### src/rtl/mul_arb_pkg.sv
// Shared types and constants for the multiplier arbiter.
package mul_arb_pkg;

  typedef enum logic [1:0] {
    IDLE  = 2'd0,
    ISSUE = 2'd1,
    WAIT  = 2'd2,
    RESP  = 2'd3
  } state_t;

  localparam int unsigned OPW = 4;
  localparam int unsigned PW  = 8;

  // Width of a counter that must be able to hold the value tmo.
  function automatic int unsigned wd_width(input int unsigned tmo);
    return $clog2(tmo + 1);
  endfunction

endpackage

### src/rtl/mul_arbiter_rr_pick.sv
// Combinational round-robin picker: first set req bit at or above ptr, wrapping.
module rr_pick #(
  parameter int unsigned NREQ = 4,
  parameter int unsigned IW   = 2
) (
  input  logic [NREQ-1:0] req,
  input  logic [IW-1:0]   ptr,
  output logic            valid,
  output logic [IW-1:0]   idx,
  output logic [NREQ-1:0] onehot
);

  // Scan offsets from farthest to nearest so the nearest requester wins.
  always_comb begin
    int unsigned j;
    j      = 0;
    valid  = 1'b0;
    idx    = '0;
    onehot = '0;
    for (int k = int'(NREQ) - 1; k >= 0; k--) begin
      j = 32'(ptr) + 32'(k);
      if (j >= NREQ) j = j - NREQ;
      if (req[IW'(j)]) begin
        valid            = 1'b1;
        idx              = IW'(j);
        onehot           = '0;
        onehot[IW'(j)]   = 1'b1;
      end
    end
  end

endmodule

### src/rtl/mul_arbiter.sv
// Round-robin arbiter sharing one start/ready multiplier between NREQ clients.
module mul_arbiter
  import mul_arb_pkg::*;
#(
  parameter int unsigned NREQ = 4,
  parameter int unsigned TMO  = 12
) (
  input  logic                 clk,
  input  logic                 reset,
  input  logic [NREQ-1:0]      req,
  input  logic [OPW*NREQ-1:0]  a_in,
  input  logic [OPW*NREQ-1:0]  b_in,
  output logic [NREQ-1:0]      gnt,
  output logic [NREQ-1:0]      done,
  output logic [PW-1:0]        result,
  output logic                 busy,
  output logic                 err,
  output logic                 mul_start,
  output logic [OPW-1:0]       mul_word1,
  output logic [OPW-1:0]       mul_word2,
  input  logic [PW-1:0]        mul_product,
  input  logic                 mul_ready
);

  localparam int unsigned IW = $clog2(NREQ);
  localparam int unsigned WW = wd_width(TMO);

  state_t          state, state_n;
  logic [IW-1:0]   idx, idx_n, ptr, ptr_n, ptr_inc;
  logic [WW-1:0]   wcnt, wcnt_n;
  logic [NREQ-1:0] gnt_n, done_n;
  logic [PW-1:0]   result_n;
  logic            busy_n, err_n, start_n;
  logic [OPW-1:0]  word1_n, word2_n;

  logic            pick_valid;
  logic [IW-1:0]   pick_idx;
  logic [NREQ-1:0] pick_onehot;
  logic [OPW-1:0]  a_arr [NREQ];
  logic [OPW-1:0]  b_arr [NREQ];

  rr_pick #(.NREQ(NREQ), .IW(IW)) u_pick (
    .req    (req),
    .ptr    (ptr),
    .valid  (pick_valid),
    .idx    (pick_idx),
    .onehot (pick_onehot)
  );

  // Split the flat operand buses into per-requester words.
  always_comb begin
    for (int i = 0; i < int'(NREQ); i++) begin
      a_arr[i] = a_in[i*OPW +: OPW];
      b_arr[i] = b_in[i*OPW +: OPW];
    end
  end

  // Priority moves to the requester just after the one being served.
  assign ptr_inc = (idx == IW'(NREQ - 1)) ? '0 : idx + IW'(1);

  // Next-state and next-output logic; every output is registered below.
  always_comb begin
    state_n  = state;
    idx_n    = idx;
    ptr_n    = ptr;
    wcnt_n   = wcnt;
    gnt_n    = '0;
    done_n   = '0;
    result_n = result;
    err_n    = err;
    start_n  = 1'b0;
    word1_n  = mul_word1;
    word2_n  = mul_word2;
    unique case (state)
      IDLE: begin
        if (pick_valid && mul_ready) begin
          state_n = ISSUE;
          idx_n   = pick_idx;
          gnt_n   = pick_onehot;
          start_n = 1'b1;
          word1_n = a_arr[pick_idx];
          word2_n = b_arr[pick_idx];
        end
      end
      ISSUE: begin
        state_n = WAIT;
        wcnt_n  = '0;
      end
      WAIT: begin
        if (mul_ready) begin
          state_n     = RESP;
          result_n    = mul_product;
          ptr_n       = ptr_inc;
          done_n[idx] = 1'b1;
        end else if (wcnt == WW'(TMO - 1)) begin
          state_n     = RESP;
          result_n    = '0;
          err_n       = 1'b1;
          ptr_n       = ptr_inc;
          done_n[idx] = 1'b1;
        end else begin
          wcnt_n = wcnt + WW'(1);
        end
      end
      RESP: begin
        state_n = IDLE;
        wcnt_n  = '0;
      end
      default: state_n = IDLE;
    endcase
    busy_n = (state_n != IDLE);
  end

  // State and output registers.
  always_ff @(posedge clk or posedge reset) begin
    if (reset) begin
      state     <= IDLE;
      idx       <= '0;
      ptr       <= '0;
      wcnt      <= '0;
      gnt       <= '0;
      done      <= '0;
      result    <= '0;
      busy      <= 1'b0;
      err       <= 1'b0;
      mul_start <= 1'b0;
      mul_word1 <= '0;
      mul_word2 <= '0;
    end else begin
      state     <= state_n;
      idx       <= idx_n;
      ptr       <= ptr_n;
      wcnt      <= wcnt_n;
      gnt       <= gnt_n;
      done      <= done_n;
      result    <= result_n;
      busy      <= busy_n;
      err       <= err_n;
      mul_start <= start_n;
      mul_word1 <= word1_n;
      mul_word2 <= word2_n;
    end
  end

endmodule

### config.mk
export PLATFORM = sky130hd
export DESIGN_NAME = mul_arbiter
export DESIGN_NICKNAME = d
export VERILOG_FILES = /design/src/rtl/mul_arb_pkg.sv /design/src/rtl/mul_arbiter_rr_pick.sv /design/src/rtl/mul_arbiter.sv
export SDC_FILE = /design/constraint.sdc
export NUM_CORES = 1
export LEC_CHECK = 0
export BUFFER_PORTS_ARGS = -buffer_cell sky130_fd_sc_hd__buf_2
export CAP_MARGIN = 15
export CORE_MARGIN = 2
export CORE_UTILIZATION = 51
export CTS_CLUSTER_SIZE = 8
export DETAILED_ROUTE_END_ITERATION = 16
export PLACE_DENSITY = 0.8
export SKIP_LAST_GASP = 1
export SLEW_MARGIN = 0
export SYNTH_ARGS = -nofsm -noshare
export SYNTH_HDL_FRONTEND = slang
export SYNTH_HIERARCHICAL = 1
export SYNTH_SLANG_ARGS = --single-unit
### constraint.sdc
create_clock -name clk -period 3.1 [get_ports clk]
set_input_delay 0.465 -clock clk [delete_from_list [all_inputs] [get_ports clk]]
set_output_delay 0.465 -clock clk [all_outputs]
set_load 0.01 [all_outputs]
==> out/qor.yml, run 1 <==
outcome: "finished, final reports clean"
yosys_warnings: 6
cts_tree: "yes"
ant_nets: 0
required_ps: 3280
arrival_ps: 3020
use_met3_pct: 4.762
worstSetupPathType: "flip-flop to flip-flop"
final_common_cell: "buf_2"
rsz0062_at_grt: "false"
critPathLaunchType: "flip-flop"
final_nets: 324
n_antenna_cell: 0
wire_per_inst_um: 13.75
cts_buffers: 5
post_cts_resize_count: 0
clk_path_buf_depth: 2
p_int_mw: 1.576
leakagePower_nw: 1.350
die-area_mm2: 0.004920
post_cts_buffers: 0
worstMarginPinSlew_ps: 834.8
avgSynthCellArea_um2: 11.80
ir_drop_uv: 484.0
io_buffer_count: 73
synth_cell_type_count: 44
ys_ff_latch: 37
clkPwrFrac_pct: 12.5
finalNonFillerCells: 317
netlist_instances: 189
syn_area_mm2: 0.002231
cts_sinks: 37
grt_usage_pct: 18.38
grt_pass1_vias: 1613
vias_per_cell: 5.479
hpwlAfterDp_um: 3299
fillers: 339
syn_nets: 249
slew_viol_final: 0
postCtsHoldBufs: 0
layout_common_cells: "buf_2 (73), dfrtp_1 (37), nor2_1 (13), ha_1 (13), inv_1 (11)"
grtUsageMet1_pct: 23.86
cp-end-kind: "flip-flop"
setup_violations: 0
placedCellCount: 309
use_met2_pct: 30.48
core_mm2: 0.004294
syn_to_final_growth_pct: 21.65
holdCritPathClass: "input port to async pin"
path_max_fanout: 11
drive_above_1_share_pct: 43.40
synth_edf_count: 0
overflow: 0
combPwrFrac_pct: 57.3
fin_crit_ps: 2839
cap_violations: 0
p_sw_mw: 1.031
first_pass_iters: 4
htreeDepth: 2
drt_iter0_drc: 64
power_density_mw_per_mm2: 960.9
synth_top_cell_area_share_pct: 41.50
synth.largest_area_cell: "dfrtp_1"
ff_latch_area_um2: 925.9
clk_pin_slew_ps: 70
start_util_pct: 51.95
fin_crit_sh_pct: 91.57
skew_ps: 6.293
async_reset_ff_share_pct: 100.0
synth_flop_cell: "dfrtp_1"
seqPwrFrac_pct: 30.2
grt_max_degree: 38
drcViolationCount: 0
max_freq_mhz: 352.3
hold_viol_final: 0
wl_um: 4360
ys_seq_area_share_pct: 41.50
clk_latency_ps: 290
multi_input_area_mm2: 0.001181
fin_tns_setup_ps: 0
cts_root_buffer: "clkbuf_8"
slew-limit-headroom_pct: 44.34
yosys-top-cells-area: "dfrtp_1 (42%), mux4_2 (8.1%), ha_1 (7.3%), mux2_4 (6.1%), a22o_1 (3.1%)"
die_y_um: 70.14
swShare_pct: 39.55
grt_pass1_wl_um: 7286
grt-busiest-layer: "met2"
gp_congestion: 0.8181
die_w_um: 70.14
io_pins: 74
grt_antenna_before_repair: 0
rows: 24
vias: 1737
worst max-delay path, stage by stage, from the launching register on:
cell      delay [ps]
dfrtp_1          370
inv_2             90
ha_1             490
mux2_2           420
o211ai_1         210
o21a_1           150
buf_4            200
mux4_2           520
mux2_4           270
per-stage QoR:
| step | util [%] | setup slack (ps) | power (mW) | hold slack (ps) | instance area (µm²) |
|---|---|---|---|---|---|
| detailed placement | 61.19 | 260.0 | 2.286 | 461.4 | 2628 |
| floorplan | - | 327.7 | 1.949 | 492.9 | 2231 |
| finish | 63.20 | 261.3 | 2.608 | 266.9 | 2714 |
| CTS | 63.20 | 244.6 | 2.626 | 281.1 | 2714 |
| global placement | 61.19 | 370.1 | 2.243 | 448.2 | 2628 |
| global route | 63.20 | 131.4 | 2.810 | 318.5 | 2714 |
cells in the mapped netlist, types with 4 or more instances:
master	count
mux2_2	4
and2_1	7
a21oi_1	8
nand4_1	5
mux2_4	9
a41oi_1	4
ha_1	13
inv_1	11
dfrtp_1	37
nor2_1	13
o21ai_0	9
mux4_2	8
a22o_1	8
o211ai_1	6
cells by family (layout without fill, tap and decap cells):
| kind of cell | after synthesis | count (layout) | share of synthesized area, % |
|---|---|---|---|
| buf+inv | 23 | 99 | 5.552 |
| xor+xnor | 1 | 1 | 0.3927 |
| simple gates | 44 | 44 | 11.72 |
| mux | 26 | 26 | 19.07 |
| fa+ha+maj | 13 | 13 | 7.291 |
| flops | 37 | 37 | 41.50 |
| compound gates | 45 | 45 | 14.47 |
final cells by class:
cell class	count	area share (%)
sequential	37	34.12
timing repair buffer	79	15.12
clock buffer	5	2.536
tap	52	2.397
clock inverter	3	0.6455
inverter	12	1.660
multi-input combinational	129	43.52
registers in the layout (all words and copies together), names as in the netlist:
| name | flops |
|---|---|
| err | 1 |
| mul_word1 | 4 |
| mul_word2 | 4 |
| wcnt | 4 |
| state | 2 |
| mul_start | 1 |
| result | 8 |
| busy | 1 |
| gnt | 4 |
| idx | 2 |
| ptr | 2 |
| done | 4 |
path summary, 6_finish.rpt:
| check | from | endpoint | slack, ps | cells after the start |
|---|---|---|---|---|
| worst max-delay path | ptr[1] | mul_word1[1] | 260 | 8 |
| worst max register to register | ptr[1] | mul_word1[1] | 260 | 8 |
| worst min-delay path | reset | mul_word1[2] | 270 | 3 |
| worst min register to register | err | err | 470 | 1 |
| max in group asynchronous | reset | result[1] | 2520 | 3 |
| min in group clk | mul_product[6] | result[6] | 400 | 2 |
power groups by stage:
| stage | logic, mW | clock network, mW | registers (mW) |
|---|---|---|---|
| 3_3_place_gp | 1.46 | 0 | 0.786 |
| 4_1_cts | 1.50 | 0.334 | 0.787 |
| 2_1_floorplan | 1.09 | 0 | 0.860 |
| 3_5_place_dp | 1.49 | 0 | 0.795 |
| 6_report | 1.50 | 0.325 | 0.787 |
| 5_1_grt | 1.65 | 0.350 | 0.813 |
per-layer routing:
layer  part of all wire (%)  routed length [µm]  vias up
li1                       -                   -      845
met1                     43                1879      819
met2                     49                2142       68
met3                    6.7                 292        5
met4                    1.1                  46        0
met5                      0                   0        -
(Power assumes the default switching activity.)
==> run 2: changes to the inputs <==
- CORE_UTILIZATION: 51 -> 40
- CTS_BUF_LIST: unset -> sky130_fd_sc_hd__clkbuf_8
- PLACE_DENSITY: 0.8 -> 0.65
- REMOVE_ABC_BUFFERS: unset -> 1
==> run 2 against run 1 <==
  * Non-clock buffer count is the same
  * Global-route usage down 3.6 points
  * Register-to-register slack better by 30 ps
  * Hold slack worse by 61 ps
  * Maximum frequency up 1.0%
  * Die area up 26%
  * Sequential share of layout area fell by 0.89 points
  * Power grew 5.4%
  * Routed wire length decreased by 0.46%
  * Highest routed layer unchanged
==> out/qor.yml, run 2 (synthesis results as in run 1) <==
fin_crit_sh_pct: 90.67  # -0.90 points
reg2regPathDepth: 8  # unchanged
rows: 27  # +13%
setup_violations: 0  # unchanged
clk_latency_ps: 290  # about the same
hold_ws_ps: 206.2  # -60.76 ps
power_density_mw_per_mm2: 986.0  # +2.6%
grt_pass1_vias: 1667  # +3.3%
postCtsHoldBufs: 0  # unchanged
regMostFlops: "result"
path_max_fanout: 11  # unchanged
layout_common_cells: "buf_2 (73), dfrtp_1 (37), nor2_1 (13), ha_1 (13), inv_1 (11)"
drive_above_1_share_pct: 43.40  # unchanged
die-area_mm2: 0.006191  # +26%
largest_register_ffs: 8  # unchanged
holdCritPathClass: "input port to async pin"
hpwlAfterDp_um: 3309  # +0.28%
gp_congestion: 0.7869  # -3.8%
required_ps: 3280  # about the same
ir_drop_uv: 464.1  # -4.1%
post_cts_resize_count: 0  # unchanged
grt_max_degree: 25  # -34%
final_nets: 324  # unchanged
cts_root_buffer: "clkbuf_8"
post_cts_buffers: 0  # unchanged
die_w_um: 78.68  # +12%
drcViolationCount: 0  # unchanged
slew-limit-headroom_pct: 43.77  # -0.57 points
vias_per_cell: 5.068  # -7.5%
drt_iter0_drc: 111  # +73%
skew_ps: 2.649  # -3.643 ps
worstMarginPinSlew_ps: 843.4  # +8.594 ps
r2r_slack_ps: 290  # +30 ps
wl_um: 4340  # -0.46%
clk_pin_slew_ps: 70  # about the same
cap_violations: 0  # unchanged
hold_viol_final: 0  # unchanged
wire_per_inst_um: 12.88  # -6.4%
total_power_mw: 2.747  # +5.4%
io_buffer_count: 73  # unchanged
clk_path_buf_depth: 2  # unchanged
grt_pass1_wl_um: 7300  # +0.19%
ant_nets: 0  # unchanged
grt_antenna_before_repair: 0  # unchanged
cts_tree: "yes"
cts_sinks: 37  # unchanged
worstSetupPathType: "flip-flop to flip-flop"
cp-end-kind: "flip-flop"
die_y_um: 78.68  # +12%
reg2reg_to: "mul_word2[0]"
cts_buffers: 5  # unchanged
htreeDepth: 2  # unchanged
syn_to_final_growth_pct: 24.90
first_pass_iters: 4  # unchanged
vias: 1708  # -1.7%
start_util_pct: 41.02  # -11 points
reg2reg_from: "ptr[1]"
slew_viol_final: 0  # unchanged
n_antenna_cell: 0  # unchanged
critPathLaunchType: "flip-flop"
fillers: 478  # +41%
arrival_ps: 2990  # -30 ps
final_common_cell: "buf_2"
leakagePower_nw: 1.374  # +1.8%
io_pins: 74  # unchanged
core_mm2: 0.005439  # +27%
outcome: "finished, final reports clean"
grt_usage_pct: 14.78  # -3.6 points
rsz0062_at_grt: "false"
max_freq_mhz: 355.8  # +1.0%
fin_crit_ps: 2811  # -28.04 ps
overflow: 0  # unchanged
[run 2: cell count changes in the layout (fill, tap and decap cells not counted)]
cell / change
bufinv_16: +2
clkinv_2: -1
clkinvlp_4: -1
[run 2: report_power, final]
group / internal (mW) / switching (mW) / leakage, nW
clock: 0.319 / 0.164 / 0.0681
combinational: 0.748 / 0.733 / 0.837
sequential: 0.671 / 0.112 / 0.469
total: 1.74 / 1.01 / 1.37
[run 2: worst max-delay path by stage]
| stage | slack, ps | startpoint | end |
|---|---|---|---|
| 3_3_place_gp | 350 | ptr[1] | mul_word2[1] |
| 4_1_cts | 270 | ptr[1] | mul_word2[0] |
| 6_report | 290 | ptr[1] | mul_word2[0] |
| 3_5_place_dp | 280 | ptr[1] | mul_word2[0] |
| 5_1_grt | 150 | ptr[1] | mul_word2[0] |
| 2_1_floorplan | -160 | ptr[0] | mul_word1[0] |
[run 2: layout make-up]
type                       instances  area, µm²  area share (%)
clock inverter                     3      65.06           2.335
tap                               72      90.09           3.233
sequential                        37      925.9           33.23
multi-input combinational        129       1181           42.39
timing repair buffer              79      410.4           14.73
inverter                          12      45.04           1.617
clock buffer                       5      68.82           2.470
[run 2: critical path, stage by stage, from the launching register on]
cell and delay [ps]:
dfrtp_1 360, inv_2 90, ha_1 510, mux2_2 430, o211ai_1 190, o21a_1 140, buf_4 200, mux4_2 520
mux2_4 260
[run 2: per-layer routing]
layer | vias up | track usage (%) | share of wire [%]
met1 | 795 | 18.42 | 46
met2 | 59 | 25.21 | 47
li1 | 848 | - | -
met3 | 6 | 2.644 | 5.1
met5 | - | 0 | 0
met4 | 0 | 6.140 | 1.6
[run 2: metrics by stage]
step	utilization (%)	cells	setup WS (ps)	setup TNS (ps)	cell area, µm²
after floorplan	-	178	-158.8	-1270	2152
after global placement	48.77	329	353.8	0	2653
after detailed placement	48.77	329	283.7	0	2653
after CTS	51.23	337	270.4	0	2786
after global routing	51.23	337	153.5	0	2786
final	51.23	337	289.3	0	2786
==> run 3: changes to the inputs <==
- SYNTH_HIERARCHICAL: 1 -> unset
==> run 3 against run 2 <==
  * Clock skew up 7.8 ps
  * Worst setup slack better by 240 ps
  * Combinational power down 20%
  * Global-route usage up 0.063 points
  * Sequential power up 3.7%
  * Cell area down 6.6%
  * Critical path depth up 1
  * First-iteration DRC count down 37%
  * Via count down 2.4%
  * Critical endpoint is now mul_word1[1]
  * Largest power group unchanged
==> out/qor.yml, run 3 <==
worstMarginPinSlew_ps: 690.2  # -153.2 ps
drcViolationCount: 0  # unchanged
rsz0062_at_grt: "false"
ys_seq_area_share_pct: 44.13  # +2.6 points
startpoint: "ptr[0]"
wl_um: 4255  # -2.0%
cts_sinks: 37  # unchanged
die_y_um: 76.43  # -2.9%
critPathMaxStageDelay_ps: 690  # +170 ps
ys_ff_latch: 37  # unchanged
cts_tree: "yes"
cts_root_buffer: "clkbuf_8"
die_w_um: 76.43  # -2.9%
final_common_cell: "buf_2"
preCtsSetupSlack_ps: 511.2  # +227.5 ps
synth_top_cell_area_share_pct: 44.13  # +2.6 points
synth_edf_count: 0  # unchanged
worstSetupPathType: "flip-flop to flip-flop"
hpwlAfterDp_um: 3117  # -5.8%
required_ps: 3280  # about the same
max_freq_mhz: 388.8  # +9.3%
grt_usage_pct: 14.84  # +0.063 points
clk_path_buf_depth: 2  # unchanged
largest_register_ffs: 8  # unchanged
rows: 26  # -3.7%
critPathLaunchType: "flip-flop"
leakagePower_nw: 1.364  # -0.79%
synth.largest_area_cell: "dfrtp_1"
yosys-top-cells-area: "dfrtp_1 (44%), mux2i_1 (9.1%), ha_1 (7.8%), nor2_1 (4.7%), a221oi_1 (4.2%)"
postCtsHoldBufs: 0  # unchanged
holdCritPathClass: "input port to async pin"
skew_ps: 10.48  # +7.833 ps
synth_flop_cell: "dfrtp_1"
multi_input_area_mm2: 0.001031  # -13%
cp-end-kind: "flip-flop"
synth_most_common_cell: "dfrtp_1"
async_reset_ff_share_pct: 100.0  # unchanged
ff_latch_area_um2: 925.9  # unchanged
post_cts_buffers: 0  # unchanged
regMostFlops: "result"
ir_drop_uv: 439.1  # -5.4%
path_max_fanout: 17  # +6
gp_congestion: 0.7457  # -5.2%
synth_cell_type_count: 40  # -9.1%
fillers: 484  # +1.3%
arrival_ps: 2760  # -230 ps
syn_area_mm2: 0.002098  # -5.9%
htreeDepth: 2  # unchanged
setup_violations: 0  # unchanged
slew-limit-headroom_pct: 53.82  # +10 points
fin_tns_setup_ps: 0  # unchanged
overflow: 0  # unchanged
power_density_mw_per_mm2: 930.0  # -5.7%
vias: 1667  # -2.4%
core_mm2: 0.005075  # -6.7%
clk_pin_slew_ps: 80  # about the same
cts_buffers: 5  # unchanged
netlist_instances: 194  # +2.6%
yosys_warnings: 0  # -6
fin_crit_sh_pct: 82.97  # -7.7 points
final_nets: 324  # unchanged
cap_violations: 0  # unchanged
drt_iter0_drc: 70  # -37%
grt_pass1_wl_um: 7182  # -1.6%
io_pins: 74  # unchanged
ant_nets: 0  # unchanged
wire_per_inst_um: 12.70  # -1.4%
clk_latency_ps: 290  # about the same
first_pass_iters: 4  # unchanged
reg2reg_from: "ptr[0]"
vias_per_cell: 4.976  # -1.8%
post_cts_resize_count: 0  # unchanged
io_buffer_count: 73  # unchanged
outcome: "finished, final reports clean"
cp_slowest_cell: "dfrtp_1"
layout_common_cells: "buf_2 (73), dfrtp_1 (37), nor2_1 (26)"
hold_viol_final: 0  # unchanged
die-area_mm2: 0.005841  # -5.6%
grt_max_degree: 38  # +52%
start_util_pct: 41.35  # +0.33 points
fin_crit_ps: 2572  # -238.5 ps
finalWorstSetupSlack_ps: 527.8  # +238.5 ps
slew_viol_final: 0  # unchanged
n_antenna_cell: 0  # unchanged
yosys-top-cells-count: "dfrtp_1 (37), nor2_1 (26), mux2i_1 (19), ha_1 (13), inv_1 (12)"
grt_antenna_before_repair: 0  # unchanged
grt_pass1_vias: 1609  # -3.5%
syn_to_final_growth_pct: 24.03
avgSynthCellArea_um2: 10.82  # -8.4%
crit_chain: "inv_4, ha_1, o21bai_1, a21oi_1, nor3_1, o21ai_2, buf_4, mux2i_1, a221oi_1"
drive_above_1_share_pct: 35.09  # -8.3 points
==> run 3: cell families after synthesis <==
group                    after synthesis  share of synthesized area [%]
buffers and inverters                 27                          6.737
AND/OR/NAND/NOR                       47                          10.08
flip-flops                            37                          44.13
multiplexers                          23                          13.36
XOR/XNOR                               3                          1.252
AO/OA/AOI/OAI                         44                          16.70
adder cells (fa/ha/maj)               13                          7.752
==> run 3: final cells by class <==
class / instances / share of cell area (%)
multi-input cells: 130 / 39.62
flip-flops and latches: 37 / 35.58
repair buffers: 76 / 14.90
well taps: 70 / 3.365
clock buffers: 5 / 2.644
inverters: 14 / 2.115
clock inverters: 3 / 1.779
==> run 3: worst max-delay path, delay by kind of cell, from the launching register on <==
kind | cells | cell delay, ps
AO/OA/AOI/OAI | 4 | 770
adder cells (fa/ha/maj) | 1 | 410
buffers and inverters | 2 | 400
flip-flops | 1 | 690
multiplexers | 1 | 120
AND/OR/NAND/NOR | 1 | 70
==> run 3: per-layer routing <==
layer / share of wire, % / routed length (µm) / global-route usage (%)
met1: 46 / 1937 / 19.13
met5: 0 / 0 / 0
met3: 7.4 / 314 / 4.028
met4: 0.89 / 38 / 4.909
met2: 46 / 1964 / 24.25
==> run 3: path summary, 6_finish.rpt <==
| kind | slack [ps] | cells after the start | endpoint |
|---|---|---|---|
| worst max register to register | 530 | 9 | mul_word1[1] |
| worst min register to register | 480 | 1 | err |
| max in group asynchronous | 2510 | 3 | wcnt[3] |
| worst min-delay path | 270 | 3 | mul_word2[3] |
| min in group clk | 380 | 2 | result[2] |
| worst max-delay path | 530 | 9 | mul_word1[1] |
==> run 3: through the flow <==
step                hold slack [ps]  cell area (µm²)  power [mW]  instances  util [%]
global placement              466.3             2487       1.992        327     49.01
floorplan                     501.7             2012       1.656        181         -
finish                        266.5             2603       2.420        335     51.28
CTS                           276.0             2603       2.445        335     51.28
global route                  323.3             2603       2.607        335     51.28
detailed placement            461.8             2487       2.016        327     49.01
==> run 3: power by group <==
group | switching, mW | internal [mW]
registers | 0.145 | 0.667
clock network | 0.180 | 0.241
logic | 0.636 | 0.552
